==> src/rtl/hack_imem_arbiter.sv <==
// Instruction-memory arbiter: the UART host has priority over the Hack CPU fetch path.
// While the host owns the port the CPU is stalled and sees a held instruction; the fetch is replayed afterwards.
module hack_imem_arbiter #(
  parameter int unsigned AW          = 18,
  parameter int unsigned DW          = 16,
  parameter int unsigned HOLD_CYCLES = 16
) (
  input  logic          clk,
  input  logic          rst_n,
  input  logic [15:0]   cpu_pc,
  output logic [DW-1:0] cpu_instr,
  output logic          cpu_stall,
  input  logic [15:0]   host_address,
  input  logic          host_wvalid,
  input  logic [DW-1:0] host_wdata,
  output logic          host_wready,
  input  logic          host_rvalid,
  output logic          host_rready,
  output logic          host_rrvalid,
  output logic [DW-1:0] host_rdata,
  output logic          mem_read,
  output logic          mem_write,
  output logic [AW-1:0] mem_address,
  output logic [DW-1:0] mem_wdata,
  input  logic [DW-1:0] mem_rdata,
  output logic [15:0]   write_count
);

  localparam int unsigned CW = (HOLD_CYCLES > 1) ? $clog2(HOLD_CYCLES) : 1;
  localparam logic [CW-1:0] IdleLast = CW'(HOLD_CYCLES - 1);

  typedef enum logic [1:0] {StCpu, StHost, StReplay} state_e;

  state_e          state_q, state_d;
  logic [CW-1:0]   idle_q, idle_d;
  logic [15:0]     wcount_q, wcount_d;
  logic            fetch_q, fetch_d;
  logic [DW-1:0]   instr_q, instr_d;
  logic            rrvalid_q;
  logic            host_req;
  logic            unused_addr0;

  // Host addresses are byte addresses; bit 0 never selects a word.
  assign unused_addr0 = host_address[0];

  always_comb begin
    host_req    = host_wvalid | host_rvalid;
    host_wready = host_wvalid;
    host_rready = host_rvalid & ~host_wvalid;

    state_d  = state_q;
    idle_d   = idle_q;
    wcount_d = wcount_q;

    case (state_q)
      StCpu: begin
        if (host_req) begin
          state_d = StHost;
          idle_d  = '0;
        end
      end
      StHost: begin
        if (host_req) begin
          idle_d = '0;
        end else if (idle_q == IdleLast) begin
          state_d = StReplay;
          idle_d  = '0;
        end else begin
          idle_d = idle_q + 1'b1;
        end
      end
      StReplay: begin
        if (host_req) begin
          state_d = StHost;
          idle_d  = '0;
        end else begin
          state_d = StCpu;
        end
      end
      default: state_d = StCpu;
    endcase

    // A fresh grab from CPU state restarts the count, including its own write.
    if (state_q == StCpu && host_req) begin
      wcount_d = {15'b0, host_wready};
    end else if (host_wready && wcount_q != 16'hFFFF) begin
      wcount_d = wcount_q + 16'd1;
    end

    mem_wdata = host_wdata;
    if (host_req) begin
      mem_address = AW'(host_address[15:1]);
      mem_write   = host_wready;
      mem_read    = host_rready;
    end else begin
      mem_address = AW'(cpu_pc);
      mem_write   = 1'b0;
      mem_read    = 1'b1;
    end

    // Idle HOST cycles also read cpu_pc, but only CPU/REPLAY reads feed the CPU.
    fetch_d   = ~host_req & (state_q != StHost);
    instr_d   = fetch_q ? mem_rdata : instr_q;
    cpu_instr = instr_d;
    cpu_stall = (state_q != StCpu) | host_req;

    host_rrvalid = rrvalid_q;
    host_rdata   = mem_rdata;
    write_count  = wcount_q;
  end

  always_ff @(posedge clk or negedge rst_n) begin
    if (!rst_n) begin
      state_q   <= StCpu;
      idle_q    <= '0;
      wcount_q  <= '0;
      fetch_q   <= 1'b0;
      instr_q   <= '0;
      rrvalid_q <= 1'b0;
    end else begin
      state_q   <= state_d;
      idle_q    <= idle_d;
      wcount_q  <= wcount_d;
      fetch_q   <= fetch_d;
      instr_q   <= instr_d;
      rrvalid_q <= host_rready;
    end
  end

endmodule

==> config.mk <==
export PLATFORM = sky130hd
export DESIGN_NAME = hack_imem_arbiter
export DESIGN_NICKNAME = d
export VERILOG_FILES = /design/src/rtl/hack_imem_arbiter.sv
export SDC_FILE = /design/constraint.sdc
export NUM_CORES = 1
export LEC_CHECK = 0
export ABC_AREA = 1
export CORE_ASPECT_RATIO = 0.7
export CORE_UTILIZATION = 41
export CTS_CLUSTER_SIZE = 16
export DETAILED_ROUTE_END_ITERATION = 10
export DONT_BUFFER_PORTS = 1
export SLEW_MARGIN = 20
export SYNTH_ARGS = -nofsm -noshare
export SYNTH_HDL_FRONTEND = slang
export SYNTH_SLANG_ARGS = --single-unit
==> constraint.sdc <==
create_clock -name clk -period 1.9 [get_ports clk]
set_input_delay 0.19 -clock clk [delete_from_list [all_inputs] [get_ports clk]]
set_output_delay 0.19 -clock clk [all_outputs]
set_load 0.005 [all_outputs]
# ---- Yosys cells after proc, flatten, opt, wreduce, memory -nomap -nowiden
# Cells that the tools add are included.
dict set report totals {
  register_bits 40
  latchBits 0
  ram_bits 0
  mem_bits_ro 0
  output_inout_bits 88
  wordCells 47
  n_memories 0
}
dict set report op_classes {
  addsub 2
  mul 0
  div 0
  n_lt_le_gt_ge 0
  eq_ne 9
  shifts 0
  muxes 15
  bitwise_logic 6
  reduce_logical 9
}
# operator n
set ops {}
lappend ops {{$mux W16} 4}
lappend ops {{$add A16 B1 Y16 const B} 1}
lappend ops {{$ne A16 B16 Y1 const B} 1}
lappend ops {{$mux W4} 3}
lappend ops {{$pmux W4 S2} 1}
lappend ops {{$mux W2} 3}
lappend ops {{$ne A2 B2 Y1 const B} 3}
lappend ops {{$pmux W2 S3} 1}
lappend ops {{$reduce_bool A2 Y1} 3}
lappend ops {{$add A4 B1 Y4 const B} 1}
lappend ops {{$eq A4 B4 Y1 const B} 1}
lappend ops {{$ne A2 B1 Y1 const B} 2}
lappend ops {{$mux W1} 3}
lappend ops {{$reduce_and A3 Y1} 1}
lappend ops {{$and A1 B1 Y1} 2}
lappend ops {{$eq A2 B1 Y1 const B} 1}
lappend ops {{$eq A2 B2 Y1 const B} 1}
lappend ops {{$logic_and A1 B1 Y1} 2}
lappend ops {{$logic_not A2 Y1} 1}
lappend ops {{$not A1 Y1} 2}
lappend ops {{$or A1 B1 Y1} 2}
lappend ops {{$reduce_and A2 Y1} 1}
lappend ops {{$reduce_or A2 Y1} 1}

# ---- Longest topological paths before layout
dict set report depth {
  ltp_word 4
  depth_mapped 10
  mapped_depth_nobuf 9
}

# ---- Worst setup path before layout
# No wires, ideal clock.
dict set report synth_path {
  path_kind {register to register}
  start {reg wcount_q[0] (netlist: write_count[0])}
  end {reg wcount_q[2] (netlist: write_count[2])}
  arrival_ns 1.406
  setup_slack_ns 0.377
  path_stages_with_launch 11
  n_path_buf 1
  path_cell_list {dfrtp_1 -> ha_1 -> nand2_1 -> nor2_4 -> nand2_2 -> nor2_4 -> o21ai_4 -> inv_6 -> buf_12 -> nand2_1 -> nand2_1}
}
dict set report synth_between {
  elab_chain_cells 3
}
# element line_no
set synth_rtl {}
lappend synth_rtl {{from (decl)} 36} ;# logic [15:0] wcount_q, wcount_d;
lappend synth_rtl {{from (signal assigned)} 123} ;# wcount_q <= wcount_d;
lappend synth_rtl {{$add A16 B1 Y16 or $ne A16 B16 Y1 (tied branches)} {87, 86}}
lappend synth_rtl {{$mux W16 or $logic_and A1 B1 Y1 (tied branches)} 86} ;# end else if (host_wready && wcount_q != 16'hFFFF) begin
lappend synth_rtl {{$mux W16 or $reduce_bool A2 Y1 (tied branches)} -}
# Parallel ways exist; a longest one is shown, timed or not. The select of a mux whose other input is x is not followed.
# A chain may end at the register's enable or synchronous reset.

# ---- Worst setup path after layout
dict set report layout_path {
  start {reg wcount_q[0] (netlist: write_count[0])}
  end {reg wcount_q[11] (netlist: write_count[11])}
}
# The elaborated chain is that of the path after synthesis.

==> impl_metrics.csv <==
group,metric,value,unit
layout,multi_input_area,1077,um^2
timing,setup_violations,0,
synthesis,synth_area_leaders,"dfrtp_1 (41%), nand2_1 (16%), buf_4 (11%)",
synthesis,synth_top_area_share,40.65,%
place,placed_cells,352,
synthesis,yosysSeqAreaShare,40.65,%
routing,via_count,1822,
power_and_ir_drop,vdd_drop_max,344.5,uV
cts,numClockSinks,40,
global_routing,grtUsageMet1,20.94,%
cts,path_clk_slew,80,ps
critical_path,critPathMaxStageDelay,390,ps
synthesis,ys_ff_latch,40,
critical_path,cp-end-kind,"flop",
timing,rsz0062_at_grt,"false",
routing,vias_per_cell,5.019,
synthesis,avgSynthCellArea,8.100,um^2
floorplanning,ios,156,
global_routing,antenna_found_initial,0,
cts,cts_tree,"done",
place,place_ws,-95.83,ps
cts,htree_levels,2,
critical_path,crit_fanout,13,
timing,hold_viol_final,0,
place,numPortBuffers,0,
critical_path,crit_top_cell,"nor2_4",
synthesis,async_flop_share,100.0,%
global_routing,grt_max_degree,41,
timing,setup_ws,343.3,ps
cts,cts_buffer_depth,2,
worst_hold_path,min_path_type,"in2reg",
critical_path,cpMaxStageDelayCell,"dfrtp_1",
floorplanning,die_y,66.84,um
power_and_ir_drop,power,2.474,mW
synthesis,syn_area,2462,um^2
synthesis,yosysMostFrequentCell,"nand2_1",
global_routing,use_met2,26.80,%
routing,route.detailed.drc,0,
timing,whs,18.89,ps
routing,drt_iter0_markers,90,
timing,skew,11.30,ps
critical_path,start_kind,"flop",
cts,clkLatencyLatePin,300,ps
critical_path,required,2130,ps
synthesis,yosysUniqueCellTypes,30,
place,dp_hpwl,3818,um
power_and_ir_drop,power.leakage,1.209,nW
layout,stdcell_count,363,
synthesis,syn_inst,304,
layout,antenna_cells,0,
floorplanning,coreArea,5756,um^2
layout,fin_nets,357,
global_routing,grt_usage,16.61,%
global_routing,grt_first_pass_wirelength,7914,um
layout,regArea,1001,um^2
routing,wl_per_cell,13.96,um
flow_run,cap_violations,0,
synthesis,yosys_most_used_dff,"dfrtp_1",
floorplanning,start_util,42.78,%
timing,maxSlewViolCount,0,
routing,ant_nets,0,
timing,clock.fmax,0.6424,GHz
layout,area_growth,2.185,%
critical_path,path_cells,"ha_1 > nand2_1 > nor2_4 > nand2_2 > nor2_4 > nor2_4 > nand4_1 > nand2_1",
layout,layout-drive-gt1-share,19.10,%
synthesis,yosys_warnings,0,
run_status,status,"complete, no violations",
cts,post_cts_buffers,0,
global_routing,gr-usage-met3,5.936,%
synthesis,synth_common_cells,"nand2_1 (106), dfrtp_1 (40), buf_4 (35)",
power_and_ir_drop,power.density,983.1,nW/um^2
routing,routed_wl,5068,um
global_routing,grt_overflow,0,
global_routing,grt_pass1_vias,1666,
synthesis,synth-edff-count,0,
floorplanning,dieArea,6325,um^2
critical_path,cp.arrival,1790,ps
floorplanning,die_x,94.63,um
layout,n_fill_cell,590,
timing,min_period,1557,ps
synthesis,synth_top_area_cell,"dfrtp_1",
cts,numCtsBuffers,5,
place,gp_congestion,0.8333,
global_routing,grt_most_used_layer,"met2",
cts,cts_root_buf,"clkbuf_8",
floorplanning,rows,23,
routing,drtPass1Iterations,4,
critical_path,path_class,"reg2reg",
timing,min_period_over_period,81.93,%
==> flip-flops by register name, indices dropped and copies added, names as in the netlist <==
| signal | count |
|---|---|
| fetch_q | 1 |
| host_rrvalid | 1 |
| state_q | 2 |
| write_count | 16 |
| idle_q | 4 |
| instr_q | 16 |
==> placed cells by master, fill, tap and decap left out <==
| cell type | n |
|---|---|
| ha_1 | 2 |
| o21bai_1 | 1 |
| o211ai_1 | 1 |
| dfrtp_1 | 40 |
| nor2_4 | 5 |
| inv_6 | 2 |
| buf_12 | 1 |
| o21ai_4 | 1 |
| conb_1 | 2 |
| dlygate4sd3_1 | 2 |
| bufinv_16 | 1 |
| o21ai_0 | 7 |
| nor2_1 | 19 |
| inv_1 | 16 |
| nand2_2 | 3 |
| clkinvlp_4 | 1 |
| clkbuf_8 | 5 |
| a21oi_1 | 3 |
| a22o_1 | 1 |
| buf_4 | 15 |
| xnor2_1 | 2 |
| inv_2 | 2 |
| nor2_2 | 1 |
| nand2_1 | 106 |
| xor2_1 | 6 |
| mux2_2 | 16 |
| or2_2 | 2 |
| nand3b_1 | 2 |
| nand3_1 | 14 |
| nand4_1 | 9 |
==> through the flow <==
| step | TNS, ps | area [um^2] | util (%) |
|---|---|---|---|
| 3_3_place_gp | -584.8 | 2354 | 40.89 |
| 4_1_cts | 0 | 2511 | 43.63 |
| 6_report | 0 | 2516 | 43.72 |
| 2_1_floorplan | 0 | 2466 | - |
| 5_1_grt | 0 | 2516 | 43.72 |
| 3_5_place_dp | -898.0 | 2354 | 40.89 |
==> cell type report <==
cell class / instances / area share (%)
multi-input combinational: 203 / 42.81
sequential: 40 / 39.78
inverter: 19 / 3.033
clock buffer: 5 / 2.735
timing repair buffer: 18 / 6.067
tap: 75 / 3.729
clock inverter: 3 / 1.840
==> report_power, final <==
group / internal (mW) / total, mW / switching, mW
clock: 0.396 / 0.718 / 0.322
sequential: 1.06 / 1.12 / 0.0671
combinational: 0.268 / 0.631 / 0.362
==> kinds of logic after synthesis <==
group           after synthesis  synth area share (%)
compound gates               14                 3.659
xor+xnor                      8                 2.846
fa+ha+maj                     2                 1.016
buf+inv                      62                 16.06
flops                        40                 40.65
mux                          16                 7.317
other cells                   1                0.1523
simple gates                161                 28.30
==> worst paths after layout <==
kind                                               endpoint  slack, ps  cells after the start                       start
worst max-delay path            write_count[11]$_DFFE_PN0P_        340                      8  write_count[0]$_DFFE_PN0P_
worst min-delay path                 host_rrvalid$_DFF_PN0_         20                      2                 host_rvalid
worst max register to register  write_count[11]$_DFFE_PN0P_        340                      8  write_count[0]$_DFFE_PN0P_
worst min register to register            fetch_q$_DFF_PN0_        510                      1      state_q[0]$_DFFE_PN0P_
max in group asynchronous        write_count[0]$_DFFE_PN0P_       1350                      2                       rst_n
min in group asynchronous        write_count[6]$_DFFE_PN0P_        340                      2                       rst_n
==> worst max-delay path: cells and delay by family, from the launching register on <==
family	cells	cell delay (ps)
fa+ha+maj	1	230
flops	1	390
simple gates	7	870
==> what timing repair did <==
item                                    in CTS  in global routing
endpoints found under the setup margin      13                  1
hold buffers                                 3                  0
resized for setup                            1                  1
hold endpoints to repair                    41                  0
==> metal layers <==
layer | share of wire [%] | vias to the layer above | wire length [um]
li1 | - | 887 | -
met2 | 44 | 113 | 2233
met4 | 0.83 | 0 | 42
met3 | 9.9 | 5 | 503
met5 | 0 | - | 0
met1 | 45 | 817 | 2288
No activity file was read; power rests on OpenSTA's default activity.
